--- config.mk ---
export PLATFORM = sky130hd
export DESIGN_NAME = ram_fifo_ctrl_flat
export DESIGN_NICKNAME = d
export VERILOG_FILES = /design/src/rtl/ram_fifo_ctrl_pkg.sv /design/src/rtl/ram_fifo_ctrl_if.sv /design/src/rtl/ram_fifo_ctrl_ptr.sv /design/src/rtl/ram_fifo_ctrl.sv /design/src/flat_wrapper.sv
export SDC_FILE = /design/constraint.sdc
export NUM_CORES = 1
export LEC_CHECK = 0
export ABC_AREA = 1
export BUFFER_PORTS_ARGS = -buffer_cell sky130_fd_sc_hd__clkbuf_2
export CELL_PAD_IN_SITES_DETAIL_PLACEMENT = 1
export CELL_PAD_IN_SITES_GLOBAL_PLACEMENT = 1
export CORE_ASPECT_RATIO = 0.5
export CORE_MARGIN = 2
export CORE_UTILIZATION = 36
export DETAILED_ROUTE_END_ITERATION = 10
export PLACE_DENSITY = 0.94
export SYNTH_ARGS = -nofsm -noshare
export SYNTH_HDL_FRONTEND = slang
export SYNTH_SLANG_ARGS = --single-unit
--- constraint.sdc ---
create_clock -name clk -period 4.8 [get_ports clk]
set_clock_uncertainty 0.2 [all_clocks]
set_input_delay 0.24 -clock clk [delete_from_list [all_inputs] [get_ports clk]]
set_output_delay 0.24 -clock clk [all_outputs]
set_load 0.02 [all_outputs]
--- src/rtl/ram_fifo_ctrl_pkg.sv ---
// Shared sizing defaults and flag types for the RAM-backed FIFO controller.
package fifo_pkg;
    localparam int FIFO_DW       = 8;
    localparam int FIFO_AW       = 7;
    localparam int FIFO_DEPTH    = 1 << FIFO_AW;
    localparam int FIFO_AF_LEVEL = 120;

    typedef struct packed {
        logic ovf;
        logic udf;
    } fifo_err_t;
endpackage

--- src/rtl/ram_fifo_ctrl_if.sv ---
// FIFO user port plus the dual-port RAM port of the FIFO controller.
interface ram_fifo_ctrl_if import fifo_pkg::*; #(
    parameter int DW = FIFO_DW,
    parameter int AW = FIFO_AW
) ();
    logic          flush;
    logic          wr_en;
    logic [DW-1:0] wr_data;
    logic          full;
    logic          almost_full;
    logic          rd_en;
    logic [DW-1:0] rd_data;
    logic          rd_valid;
    logic          empty;
    logic [AW:0]   count;
    logic          ovf;
    logic          udf;
    logic [AW-1:0] ram_a1;
    logic [DW-1:0] ram_d1;
    logic          ram_we1;
    logic [AW-1:0] ram_a2;
    logic [DW-1:0] ram_q2;

    modport slave (
        input  flush, wr_en, wr_data, rd_en, ram_q2,
        output full, almost_full, rd_data, rd_valid, empty, count, ovf, udf,
               ram_a1, ram_d1, ram_we1, ram_a2
    );

    modport master (
        output flush, wr_en, wr_data, rd_en, ram_q2,
        input  full, almost_full, rd_data, rd_valid, empty, count, ovf, udf,
               ram_a1, ram_d1, ram_we1, ram_a2
    );
endinterface

--- src/rtl/ram_fifo_ctrl_ptr.sv ---
// AW-bit wrapping pointer with synchronous clear (clear wins over increment).
module fifo_ptr import fifo_pkg::*; #(
    parameter int AW = FIFO_AW
) (
    input  logic          clk,
    input  logic          rst_n,
    input  logic          clr_i,
    input  logic          inc_i,
    output logic [AW-1:0] ptr_o
);
    logic [AW-1:0] ptr_q;
    logic [AW-1:0] ptr_d;

    always_comb begin
        ptr_d = ptr_q;
        if (clr_i) begin
            ptr_d = '0;
        end else if (inc_i) begin
            ptr_d = ptr_q + AW'(1);
        end
    end

    always_ff @(posedge clk) begin
        if (!rst_n) begin
            ptr_q <= '0;
        end else begin
            ptr_q <= ptr_d;
        end
    end

    assign ptr_o = ptr_q;
endmodule

--- src/rtl/ram_fifo_ctrl.sv ---
// FIFO controller around an external dual-port RAM with registered read port.
// Occupancy is tracked in a count register; flags decode from it combinationally.
module ram_fifo_ctrl import fifo_pkg::*; #(
    parameter int DW       = FIFO_DW,
    parameter int AW       = FIFO_AW,
    parameter int DEPTH    = FIFO_DEPTH,
    parameter int AF_LEVEL = FIFO_AF_LEVEL
) (
    input  logic            clk,
    input  logic            rst_n,
    ram_fifo_ctrl_if.slave  bus
);
    logic          push_ok;
    logic          pop_ok;
    logic          full_w;
    logic          empty_w;
    logic [AW-1:0] wr_ptr;
    logic [AW-1:0] rd_ptr;
    logic [AW:0]   count_q;
    logic [AW:0]   count_d;
    logic          rd_valid_q;
    fifo_err_t     err_q;
    fifo_err_t     err_d;

    assign full_w  = (count_q == (AW+1)'(DEPTH));
    assign empty_w = (count_q == '0);

    // rst_n is folded in so a write in flight is dropped during reset.
    assign push_ok = bus.wr_en && !full_w  && !bus.flush && rst_n;
    assign pop_ok  = bus.rd_en && !empty_w && !bus.flush && rst_n;

    fifo_ptr #(.AW(AW)) u_wr_ptr (
        .clk   (clk),
        .rst_n (rst_n),
        .clr_i (bus.flush),
        .inc_i (push_ok),
        .ptr_o (wr_ptr)
    );

    fifo_ptr #(.AW(AW)) u_rd_ptr (
        .clk   (clk),
        .rst_n (rst_n),
        .clr_i (bus.flush),
        .inc_i (pop_ok),
        .ptr_o (rd_ptr)
    );

    always_comb begin
        count_d = count_q;
        err_d   = err_q;
        if (bus.flush) begin
            count_d = '0;
            err_d   = '0;
        end else begin
            case ({push_ok, pop_ok})
                2'b10:   count_d = count_q + (AW+1)'(1);
                2'b01:   count_d = count_q - (AW+1)'(1);
                default: count_d = count_q;
            endcase
            if (bus.wr_en && full_w) begin
                err_d.ovf = 1'b1;
            end
            if (bus.rd_en && empty_w) begin
                err_d.udf = 1'b1;
            end
        end
    end

    always_ff @(posedge clk) begin
        if (!rst_n) begin
            count_q    <= '0;
            err_q      <= '0;
            rd_valid_q <= 1'b0;
        end else begin
            count_q    <= count_d;
            err_q      <= err_d;
            rd_valid_q <= pop_ok;
        end
    end

    assign bus.full        = full_w;
    assign bus.empty       = empty_w;
    assign bus.almost_full = (count_q >= (AW+1)'(AF_LEVEL));
    assign bus.count       = count_q;
    assign bus.ovf         = err_q.ovf;
    assign bus.udf         = err_q.udf;
    assign bus.rd_valid    = rd_valid_q;
    // RAM read port is already registered, so its output lines up with rd_valid.
    assign bus.rd_data     = DW'(bus.ram_q2);
    assign bus.ram_we1     = push_ok;
    assign bus.ram_a1      = wr_ptr;
    assign bus.ram_d1      = DW'(bus.wr_data);
    assign bus.ram_a2      = rd_ptr;
endmodule

--- src/flat_wrapper.sv ---
// flat-port wrapper written by rule: the top's interface ports become plain ports
module ram_fifo_ctrl_flat import fifo_pkg::*;
#(
    parameter int DW       = FIFO_DW,
    parameter int AW       = FIFO_AW,
    parameter int DEPTH    = FIFO_DEPTH,
    parameter int AF_LEVEL = FIFO_AF_LEVEL
)
  (clk, rst_n, bus_flush, bus_wr_en, bus_wr_data, bus_rd_en, bus_ram_q2, bus_full, bus_almost_full, bus_rd_data, bus_rd_valid, bus_empty, bus_count, bus_ovf, bus_udf, bus_ram_a1, bus_ram_d1, bus_ram_we1, bus_ram_a2);
  ram_fifo_ctrl_if #(.DW(DW), .AW(AW)) bus_i ();
  input  logic clk;
  input  logic rst_n;
  input wire logic [$bits(bus_i.flush)-1:0] bus_flush;
  input wire logic [$bits(bus_i.wr_en)-1:0] bus_wr_en;
  input wire logic [$bits(bus_i.wr_data)-1:0] bus_wr_data;
  input wire logic [$bits(bus_i.rd_en)-1:0] bus_rd_en;
  input wire logic [$bits(bus_i.ram_q2)-1:0] bus_ram_q2;
  output wire logic [$bits(bus_i.full)-1:0] bus_full;
  output wire logic [$bits(bus_i.almost_full)-1:0] bus_almost_full;
  output wire logic [$bits(bus_i.rd_data)-1:0] bus_rd_data;
  output wire logic [$bits(bus_i.rd_valid)-1:0] bus_rd_valid;
  output wire logic [$bits(bus_i.empty)-1:0] bus_empty;
  output wire logic [$bits(bus_i.count)-1:0] bus_count;
  output wire logic [$bits(bus_i.ovf)-1:0] bus_ovf;
  output wire logic [$bits(bus_i.udf)-1:0] bus_udf;
  output wire logic [$bits(bus_i.ram_a1)-1:0] bus_ram_a1;
  output wire logic [$bits(bus_i.ram_d1)-1:0] bus_ram_d1;
  output wire logic [$bits(bus_i.ram_we1)-1:0] bus_ram_we1;
  output wire logic [$bits(bus_i.ram_a2)-1:0] bus_ram_a2;
  assign bus_i.flush = bus_flush;
  assign bus_i.wr_en = bus_wr_en;
  assign bus_i.wr_data = bus_wr_data;
  assign bus_i.rd_en = bus_rd_en;
  assign bus_i.ram_q2 = bus_ram_q2;
  assign bus_full = bus_i.full;
  assign bus_almost_full = bus_i.almost_full;
  assign bus_rd_data = bus_i.rd_data;
  assign bus_rd_valid = bus_i.rd_valid;
  assign bus_empty = bus_i.empty;
  assign bus_count = bus_i.count;
  assign bus_ovf = bus_i.ovf;
  assign bus_udf = bus_i.udf;
  assign bus_ram_a1 = bus_i.ram_a1;
  assign bus_ram_d1 = bus_i.ram_d1;
  assign bus_ram_we1 = bus_i.ram_we1;
  assign bus_ram_a2 = bus_i.ram_a2;
  ram_fifo_ctrl #(.DW(DW), .AW(AW), .DEPTH(DEPTH), .AF_LEVEL(AF_LEVEL)) u_core (.clk(clk), .rst_n(rst_n), .bus(bus_i));
endmodule
==> Yosys cells after proc, flatten, opt, wreduce, memory -nomap -nowiden <==
Cells that the tools add are included.
{ "totals": {"out_inout_bits": 45, "elab_cells": 30, "regBits": 25} }
{ "classes": {"n_eq_ne": 3, "add_sub_neg": 4, "n_lt_le_gt_ge": 1, "reduce_logical": 14, "muxes": 1, "bitwise_logic": 1} }
{ "op_table": {"columns": ["cell", "n"], "rows": [
  ["one-hot mux 8 bit (2 select lines)", 1],
  ["adder 7 x 1 -> 7 bit (second input constant)", 2],
  ["adder 8 x 1 -> 8 bit (second input constant)", 1],
  ["equality test 8 bit (second input constant)", 1],
  ["greater-or-equal comparator 8 x 7 -> 1 bit (second input constant)", 1],
  ["logical AND 1 bit", 8],
  ["logical NOT 8 bit", 1],
  ["subtractor 8 x 1 -> 8 bit (second input constant)", 1],
  ["logical NOT 1 bit", 3],
  ["equality test 2 x 1 -> 1 bit (second input constant)", 1],
  ["equality test 2 bit (second input constant)", 1],
  ["nonzero test 2 bit", 1],
  ["OR reduction 2 bit", 1],
  ["NOT 1 bit", 1]
]} }

==> Logic depth before layout (Yosys ltp) <==
{ "depth": {"ltp_word": 7, "depth_mapped": 17, "ltp_nobuf": 17} }

==> Hierarchy <==
From an unflattened synthesis, not the netlist that was laid out.
{ "hier_totals": {"cells_unflattened": 229, "area_unflattened_um2": 1597.8} }
{ "by_module_without_submodules": {"columns": ["module", "instances", "seq_area_each_um2", "cells_each", "area_each_um2"], "rows": [
  ["ram_fifo_ctrl", 1, 220.2, 137, 947.2],
  ["fifo_ptr", 2, 140.1, 46, 325.3]
]} }

==> Worst setup path before layout <==
No wires, ideal clock.
{ "synth_timing": {"kind": "reg2reg", "from": "register u_core.count_q[6], in the netlist u_core.bus.count[6]", "to": "register u_core.count_q[6], in the netlist u_core.bus.count[6]", "setup_time_ns": 0.117, "required_ns": 4.483, "path_slack_ns": 2.233, "t_arrival_ns": 2.249, "stages_incl_launch_ff": 18, "cell_sequence": "dfxtp_1 nor2_1 nand2_1 inv_1 nand2_1 nand3_1 inv_1 ha_1 inv_1 fa_1 inv_1 nand2_1 nand2_1 nand3b_1 nand3_1 nand2_1 nor2_1 nor2_1"} }
{ "synth_via": {"elab_chain_len": 7, "word_cells_on_any_way": 16} }
{ "synth_rtl": {"columns": ["element", "line", "text"], "rows": [
  ["start, declared", "ram_fifo_ctrl.sv:19", "logic [AW:0] count_q;"],
  ["start signal, assigned", "ram_fifo_ctrl.sv:75", "count_q <= count_d;"],
  ["logical NOT 8 bit *", "ram_fifo_ctrl.sv:26", "assign empty_w = (count_q == '0);"],
  ["logical NOT 1 bit *", "ram_fifo_ctrl.sv:30", "assign pop_ok = bus.rd_en && !empty_w && !bus.flush && rst_n;"],
  ["logical AND 1 bit * (3 in series)", "ram_fifo_ctrl.sv:30", null],
  ["net u_core.pop_ok", "ram_fifo_ctrl.sv:14", "logic pop_ok;"],
  ["equality test 2 x 1 -> 1 bit / equality test 2 bit (equally long branches)", "ram_fifo_ctrl.sv:55", "case ({push_ok, pop_ok})"],
  ["one-hot mux 8 bit (2 select lines) / nonzero test 2 bit (equally long branches)", null, null]
]} }
Mark *: on every way through the listed nets, which the timed path passes. The rest lies on a longest branch.
A chain may end at the register's enable or synchronous reset.

==> Final worst setup path <==
{ "layout_timing": {"from": "register u_core.count_q[2], in the netlist u_core.bus.count[2]", "to": "register u_core.count_q[7], in the netlist u_core.bus.count[7]"} }
Same word-level chain as after synthesis.

==> implementation parameters <==
Parameter                              Value

Run status
  Run status    completed

STA
  Setup TNS    0 ps
  Final worst slack    1930 ps
  Count of endpoints failing hold in the final timing report    0
  Max-slew violations    0
  Relative slew slack    55.4%
  Part of the cycle the worst path needs    between 50% and 60%
  Slew at the pin closest to its max-slew limit    between 600 and 700 ps
  Top achievable clock speed    roughly 0.35 GHz
  Number of failing setup endpoints in the final timing report    0
  Final critical delay including setup and external delays    around 2900 ps
  Setup repair after global routing missed its margin    no

Synth
  Number of distinct standard cells referenced by the synthesized netlist    25
  Sequential element share of the synthesized area    29.0%
  Warnings, synthesis    0
  Post-Syn Nets    293
  Cells taking the most area after synthesis    sky130_fd_sc_hd__dfxtp_1 (29%), sky130_fd_sc_hd__nand2_1 (13%), sky130_fd_sc_hd__inv_1 (9.6%)
  Synth top area share    29.0%
  Synthesized area    between 1500 and 2000 sq um
  Post-Synthesis Cells    262
  Post-synthesis cell type with the largest combined area    sky130_fd_sc_hd__dfxtp_1
  Flop and latch count out of synthesis    25
  Mean instance size in the synthesized netlist    6.59 sq um

Die
  Overall die area    about 5400 sq um
  Die height    53.0 um
  Die span in x    102 um
  Starting density of the core    about two fifths
  Core region area    4510 sq um
  I/O pin cnt    66
  Row cnt    17

Critical path
  Cell count of the worst reg-to-reg path    15
  Signal arrival time at the worst endpoint    2860 ps
  Critical path buffer and inverter count    3
  WP data required    4780 ps
  Delay of the slowest critical-path stage    between 400 and 500 ps
  Worst R2R End    u_core.bus.count[7]$_SDFFE_PP0P_
  Cells traversed along the worst timing path    nor2_1 > nand2_2 > inv_1 > nand2_1 > nand3_1 > inv_1 > ha_1 > ha_1 > or2_2 > nand3_1 > nand2_1 > nand2_1 > nand3_1 > nand2_1 > inv_1
  Type of the setup path with the least slack    register to register
  CP max stage cell    sky130_fd_sc_hd__dfxtp_1
  Worst reg2reg path startpoint    u_core.bus.count[2]$_SDFFE_PP0P_
  Most used cell along the critical path    sky130_fd_sc_hd__nand2_1
  Family with the most delay on the worst path    simple AND/OR/NAND/NOR gates
  Largest fanout of any net on the critical path    8
  Setup slack of the most critical reg-to-reg path    1930 ps
  Category of the worst setup path launch point    register
  CP Capture Type    register

Clock network
  Number of clock sinks seen by CTS    25
  Worst-case clock buffer depth    2
  Clock buffer count from CTS    3
  CTS tree    yes
  Source-to-sink clock delay at the later pin of the worst-skew pair    approximately 270 ps
  Clock transition at the registers of the reported paths    90 ps
  Number of H-tree levels    1
  Post-CTS setup buffers    0
  Post-cts hold buffer count    0
  Post-cts repair resize count    0
  Root cell of the clock tree    sky130_fd_sc_hd__clkbuf_8

Finish
  Most frequent cells in the layout    sky130_fd_sc_hd__nand2_1 (59), sky130_fd_sc_hd__inv_1 (44), sky130_fd_sc_hd__clkbuf_2 (33)
  Footprint of the multi-input gates    approximately 900 sq um
  Leading cell type in the layout, fill and taps excluded    sky130_fd_sc_hd__nand2_1
  Area grow syn2layout    7.97%
  Final cell count without fillers    344
  Area of all sequential standard cells    500 sq um
  Layout Cell Area excl Fill    1860 sq um
  Ratio of cells with drive above 1 in the final layout    18.7%
  NumNets Final    310
  Diodes inserted    0
  Final standard cell utilization of the core    41.3%
  Layout filler cell count    around 630

Detailed routing
  Pre-antenna DRT Iters    4
  Routed via count    1,633
  DR WL/cell    13.6 um
  Via density per instance    4.75
  Number of routed nets with antenna violations    0
  Wire length reported by the detailed router    4670 um
  Violation count after the first detailed-routing iteration    23
  Drt drc    0

Global routing
  Number of global-route vias before repair    1,629
  Global-route wire length before repair    approximately 7300 um
  Number of antenna violations at the first check in global routing    0
  Global route total overflow    0
  Global routing usage summed across all routing layers    17.5%
  Pin count of the biggest net entering global routing    19

Worst hold path
  Hold-critical path endpoint    u_core.bus.ovf$_SDFFE_PP0P_
  Cells on Worst Hold Path    3
  Min-Delay Startpoint    bus_wr_en
  Type of the worst min-delay path    input pin to register

Place
  Cell area reported after detailed placement    1820 sq um
  HPWL reported at the end of detailed placement    3670 um
  Number of buffers added on ports    33
  Worst setup timing slack at the placement stage    ~1700 ps
  Instance count after placement with tap cells included    340
  Gp weighted congestion    0.808

Power
  Relative contribution of sequential cells to total power    51.5%
  Combinational share of power    approximately 18%
  Maximum vdd ir drop    0.000104 V
  Reported leakage power    0.000947 uW
  Switching power as a share of total power    30.6%
  Clock network power share    between 30% and 40%
  Internal power    295 uW
  Power dissipated by switching net loads    roughly 130 uW
  Pwr per Cell Area    228 nW/um^2

Job
  Reported max-cap violation count    0
power by group through the flow:
| stage | sequential (uW) | clock [uW] | combinational [uW] |
|---|---|---|---|
| 6_report | 219 | 131 | 75.5 |
| 5_1_grt | 220 | 140 | 83.2 |
| 4_1_cts | 219 | 132 | 76.2 |
| 3_5_place_dp | 224 | 0 | 75.3 |
| 3_3_place_gp | 224 | 0 | 72.0 |
| 2_1_floorplan | 228 | 0 | 71.1 |
cell usage after synthesis (all sizes together):
master / number
nor2: 39
o21ai: 10
or2: 2
nand2: 61
clkbuf: 2
inv: 45
xnor2: 2
nand3: 24
nand4: 3
fa: 1
o211ai: 2
dfxtp: 25
a21oi: 12
nand3b: 4
ha: 9
buf: 19
nor3: 2
through the flow:
stage                     total power [uW]  hold slack [ps]
after detailed placement               299              271
after global routing                   443             59.2
final                                  425             51.1
after CTS                              428             44.6
after floorplan                        299              185
after global placement                 295              250
state kept, by name (all words and copies together) (netlist names):
signal                 count
u_core.u_rd_ptr.ptr_o      7
u_core.bus.ovf             1
u_core.bus.rd_valid        1
u_core.u_wr_ptr.ptr_o      7
u_core.bus.count           8
u_core.bus.udf             1
worst reg2reg max path: cells and delay by family (launching register included):
kind          cells  cell delay [ps]
fa+ha+maj         2              720
buf+inv           3              250
flops             1              460
simple gates     10             1170
cell type report:
class | count | share of cell area (%)
Multi-Input combinational cell | 171 | 48.4
Sequential cell | 25 | 26.8
Inverter | 45 | 9.06
Timing Repair Buffer | 33 | 8.86
Tap cell | 66 | 4.43
Clock buffer | 4 | 2.42
layer usage:
| metal | track usage (%) | share of wire (%) | wire length, um |
|---|---|---|---|
| met5 | 0 | 0 | 0 |
| met4 | 6.89 | 2.4 | 112 |
| met3 | 2.77 | 3.2 | 151 |
| met2 | 35.0 | 50 | 2320 |
| met1 | 18.8 | 45 | 2090 |
cell families after synthesis:
family,share of synthesized area (%)
adders and majority gates,7.68
AOI/OAI and AO/OA,7.25
buffers and inverters,18.8
and+or+nand+nor,36.3
xor gates and xnor gates,1.01
DFF,29.0
how the worst max path moves through the flow:
stage / depth (start not counted) / endpoint / from / slack [ps]
after CTS: 17 / u_core.bus.count[6]$_SDFFE_PP0P_ / u_core.bus.count[2]$_SDFFE_PP0P_ / 1920
final: 15 / u_core.bus.count[7]$_SDFFE_PP0P_ / u_core.bus.count[2]$_SDFFE_PP0P_ / 1930
after global routing: 17 / u_core.bus.count[6]$_SDFFE_PP0P_ / u_core.bus.count[3]$_SDFFE_PP0P_ / 1640
after global placement: 16 / u_core.bus.count[6]$_SDFFE_PP0P_ / rst_n / 1950
after floorplan: 17 / u_core.bus.count[6]$_SDFFE_PP0P_ / u_core.bus.count[6]$_SDFFE_PP0P_ / 2230
after detailed placement: 16 / u_core.bus.count[6]$_SDFFE_PP0P_ / rst_n / 1740
(Power assumes the default switching activity.)
